## src/rtl/pipeline_hazard_ctrl.sv

```systemverilog
// Central hazard sequencer for the 5-stage pipeline: cache-response hold, load-use bubbles,
// redirect squashing and saturating stall/bubble/flush performance counters.
module pipeline_hazard_ctrl #(
  parameter int CNT_W = 32
) (
  input  logic             clk,
  input  logic             rst,
  input  logic             imem_resp,
  input  logic             dmem_req,
  input  logic             dmem_resp,
  input  logic             br_redirect,
  input  logic             ex_is_load,
  input  logic [4:0]       ex_rd,
  input  logic [4:0]       id_rs1,
  input  logic [4:0]       id_rs2,
  input  logic             id_uses_rs1,
  input  logic             id_uses_rs2,
  output logic             imem_read,
  output logic             if_capture,
  output logic             pc_load,
  output logic             if_id_load,
  output logic             if_id_flush,
  output logic             id_ex_load,
  output logic             id_ex_bubble,
  output logic             ex_mem_load,
  output logic             mem_wb_load,
  output logic [CNT_W-1:0] stall_cnt,
  output logic [CNT_W-1:0] bubble_cnt,
  output logic [CNT_W-1:0] flush_cnt
);

  logic             i_got;
  logic             d_got;
  logic [CNT_W-1:0] stall_q;
  logic [CNT_W-1:0] bubble_q;
  logic [CNT_W-1:0] flush_q;

  logic i_ok;
  logic d_ok;
  logic advance;
  logic hazard;
  logic redirect_case;
  logic hazard_case;

  function automatic logic [CNT_W-1:0] sat_inc(input logic [CNT_W-1:0] v);
    return (&v) ? v : v + 1'b1;
  endfunction

  assign i_ok    = imem_resp | i_got;
  assign d_ok    = ~dmem_req | dmem_resp | d_got;
  assign advance = i_ok & d_ok;

  assign hazard = ex_is_load & (ex_rd != 5'd0) &
                  ((id_uses_rs1 & (id_rs1 == ex_rd)) | (id_uses_rs2 & (id_rs2 == ex_rd)));

  // Redirect outranks the load-use hazard: the bubbled ID instruction is wrong-path anyway.
  assign redirect_case = advance & br_redirect;
  assign hazard_case   = advance & ~br_redirect & hazard;

  always_comb begin
    imem_read    = 1'b0;
    if_capture   = 1'b0;
    pc_load      = 1'b0;
    if_id_load   = 1'b0;
    if_id_flush  = 1'b0;
    id_ex_load   = 1'b0;
    id_ex_bubble = 1'b0;
    ex_mem_load  = 1'b0;
    mem_wb_load  = 1'b0;
    if (!rst) begin
      imem_read  = ~i_got;
      if_capture = imem_resp & ~advance;
      if (advance) begin
        id_ex_load  = 1'b1;
        ex_mem_load = 1'b1;
        mem_wb_load = 1'b1;
        if (br_redirect) begin
          pc_load      = 1'b1;
          if_id_load   = 1'b1;
          if_id_flush  = 1'b1;
          id_ex_bubble = 1'b1;
        end else if (hazard) begin
          id_ex_bubble = 1'b1;
        end else begin
          pc_load    = 1'b1;
          if_id_load = 1'b1;
        end
      end
    end
  end

  assign stall_cnt  = rst ? '0 : stall_q;
  assign bubble_cnt = rst ? '0 : bubble_q;
  assign flush_cnt  = rst ? '0 : flush_q;

  // Sticky response flags remember an early response until the other side catches up.
  always_ff @(posedge clk) begin
    if (rst) begin
      i_got    <= 1'b0;
      d_got    <= 1'b0;
      stall_q  <= '0;
      bubble_q <= '0;
      flush_q  <= '0;
    end else begin
      i_got <= advance ? 1'b0 : (i_got | imem_resp);
      d_got <= advance ? 1'b0 : (d_got | (dmem_req & dmem_resp));
      if (!advance)      stall_q  <= sat_inc(stall_q);
      if (hazard_case)   bubble_q <= sat_inc(bubble_q);
      if (redirect_case) flush_q  <= sat_inc(flush_q);
    end
  end

endmodule

```

## config.mk

```make
export PLATFORM = sky130hd
export DESIGN_NAME = pipeline_hazard_ctrl
export DESIGN_NICKNAME = d
export VERILOG_FILES = /design/src/rtl/pipeline_hazard_ctrl.sv
export SDC_FILE = /design/constraint.sdc
export NUM_CORES = 1
export LEC_CHECK = 0
export ABC_AREA = 1
export CAP_MARGIN = 20
export CORE_MARGIN = 1.5
export CORE_UTILIZATION = 55
export CTS_BUF_LIST = sky130_fd_sc_hd__clkbuf_8
export DETAILED_ROUTE_END_ITERATION = 6
export PLACE_DENSITY_LB_ADDON = 0.08
export SYNTH_ARGS = -nofsm -noshare
export SYNTH_HDL_FRONTEND = slang
export SYNTH_SLANG_ARGS = --single-unit
```

## constraint.sdc

```tcl
create_clock -name clk -period 2 [get_ports clk]
set_clock_uncertainty 0.05 [all_clocks]
set_input_delay 0.4 -clock clk [delete_from_list [all_inputs] [get_ports clk]]
set_output_delay 0.4 -clock clk [all_outputs]
set_load 0.01 [all_outputs]
```

==> impl_metrics.yaml <==
global_routing:
  gr-total-overflow: 0
  antenna_found_initial: 0
  use_met1_pct: 40.2
  grt_pass1_wl_um: 32800
  grt-busiest-layer: "met2"
  gr-usage-met2_pct: 51.1
  use_met3_pct: 6.07
  grt_max_degree: 45
  grt_pass1_vias: 7184
  grt_usage_pct: 30.6
placement:
  dp.cells: 1544
  gp_congestion: 0.971
  port_buffers: 128
  dp_slack_ns: -0.654
  dpl.hpwl_um: 15600
setup_path:
  path_max_fanout: 2
  crit_required_ns: 1.55
  crit_type: "in -> out"
  path_common_cell: "nand2_1"
  cp_slowest_cell: "dlygate4sd2_1"
  cp_num_buf_inv: 3
  cp_top_family: "buffers and inverters"
  critPathLaunchType: "input pin"
  cp-end-kind: "output pin"
  slowest_delay_ns: 0.24
  critical_path_arrival_ns: 1.50
  crit_chain: "dlygate4sd2_1, nand2_1, nand2_1, nor2_1, nand3_2, a21oi_2, buf_4, o21a_1, buf_6"
synth:
  synth.distinct_cells: 32
  synth_xor_area_share_pct: 5.03
  ys_warn_count: 0
  seq_area_frac_synth_pct: 28.2
  synthMuxAreaShare_pct: 0
  synth_compound_area_share_pct: 6.59
  synth-seq-cells: 98
  synthAdderAreaFrac_pct: 0.539
  synth_top_family_by_area: "simple AND/OR/NAND/NOR gates"
  synth_nets: 1254
  syn_avg_cell_area_um2: 5.67
  syn_inst: 1227
  synth_simple_gate_area_share_pct: 48.1
  synth_area_mm2: 0.00696
timing:
  clock.fmax_mhz: 512
  tightest_slew_ns: 0.434
  slew_headroom_pct: 71.1
  setup_viol: 0
  setup_ws_ns: 0.0455
  min_period_over_period_pct: 97.7
  maxSlewViolCount: 0
  hold_viol_final: 0
  finalCriticalPeriod_ns: 1.95
  whs_ns: 0.355
min_path:
  hp-class: "in -> reg"
die:
  die_height_um: 116
  die_area_mm2: 0.0133
  dieWidth_um: 116
  num_io_pins: 129
  core_mm2: 0.0122
  initial_utilization_pct: 57.3
  num_rows: 40
power_and_ir_drop:
  vdd_drop_max_mv: 0.530
  total_power_w: 0.00381
  power_density_mw_per_mm2: 414
  p_leak_nw: 4.43
finish:
  fin_util_pct: 75.7
  final_cell_mix: "394 x nand2_1, 255 x nor2_1, 142 x inv_1"
  layout-drive-gt1-share_pct: 14.7
  final_nets: 1421
  layout_commonest_cell: "nand2_1"
  n_antenna_cell: 0
  final_cells: 1567
  area_delta_synth_final_pct: 32.2
clock_network:
  cts_tree: "built"
  htree_num_levels: 3
  cts_buffer_depth: 2
  clk_pin_slew_worst_paths_ns: 0.10
  cts_buffers: 9
  clock_latency_ns: 0.39
  cts.sink_count: 98
  root_buffer: "clkbuf_8"
  holdBufCountCts: 0
route:
  drt_wl_total_um: 20600
  via_count: 8102
  routed_via_density: 5.17
  drt_iter0_markers: 593
  wire_per_inst_um: 13.2
  drcViolationCount: 4
  dr.pass1.iters: 7
  ant_nets: 0
job:
  cap_violations: 0
status:
  violations: "design-rule violations"
  status: "finished with violations"
[layout make-up]
class                      count  area, um2
clock inverter                 6       65.1
tap                          168        210
inverter                     156        586
multi-input combinational    934       4260
sequential                    98       2020
timing repair buffer         195       1920
fill                        1083       2960
clock buffer                  10        138
[logic make-up after synthesis]
logic type,count (synthesis)
and+or+nand+nor,810
buffers and inverters,195
AOI/OAI and AO/OA,81
DFF,98
adders and majority gates,3
xor gates and xnor gates,40
[worst register-to-register path: stages (launching register included)]
cell and delay, ns:
dfxtp_1 0.35, ha_1 0.18, nand3_1 0.13, inv_1 0.11, nand2_2 0.09, nor2_4 0.13, nand2_1 0.11, nand4_4 0.17
buf_4 0.22, nand2_1 0.07, nand2_1 0.06, nor2_1 0.04
[stage by stage]
step | setup TNS, ns | area, um2
after global routing | -0.0355 | 9200
after global placement | -15.25 | 8780
final | 0 | 9200
after floorplan | 0 | 6960
after CTS | 0 | 8990
after detailed placement | -18.27 | 8780
[flip-flops by register name, indices dropped and copies added, names as in the netlist]
name	cells
stall_q	32
i_got	1
d_got	1
flush_q	32
bubble_q	32
[path summary, 6_finish.rpt]
path	start	end	slack [ns]	cells after the start
setup / recovery	id_rs2[3]	id_ex_bubble	0.05	9
hold reg to reg	stall_q[8]	stall_q[8]	0.44	2
hold / removal	dmem_resp	d_got	0.36	3
setup reg to reg	bubble_q[0]	bubble_q[29]	0.19	11
[cell usage after synthesis (all sizes together)]
master	n	area (um2)
nand3b	1	7.51
nand4	13	87.6
nor3	61	353
o21ai	22	114
o21bai	4	30.0
buf	26	174
nand3	54	270
ha	3	37.5
inv	156	586
o21a	1	7.51
a21oi	54	308
nor2	267	1020
nand2	411	1590
dfxtp	98	1960
nor3b	3	22.5
clkbuf	13	48.8
xor2	40	350
[report_power, final]
part           total [W]  switching, W  internal, W  leakage (nW)
sequential       0.00198     0.0000118      0.00196         0.815
combinational   0.000449      0.000260     0.000189          3.52
clock            0.00138      0.000769     0.000616         0.103
total            0.00381       0.00104      0.00277          4.43
[layer usage]
metal / wire [um] / vias up
met2: 9530 / 342
li1: - / 4095
met5: 0 / -
met1: 8980 / 3636
met4: 340 / 0
met3: 1780 / 29
[repair_timing]
item,in CTS,in global routing
buffers inserted,4,3
endpoints found under the setup margin,45,114
pin swaps,13,13
resized for setup,88,99
(Power assumes the default switching activity.)
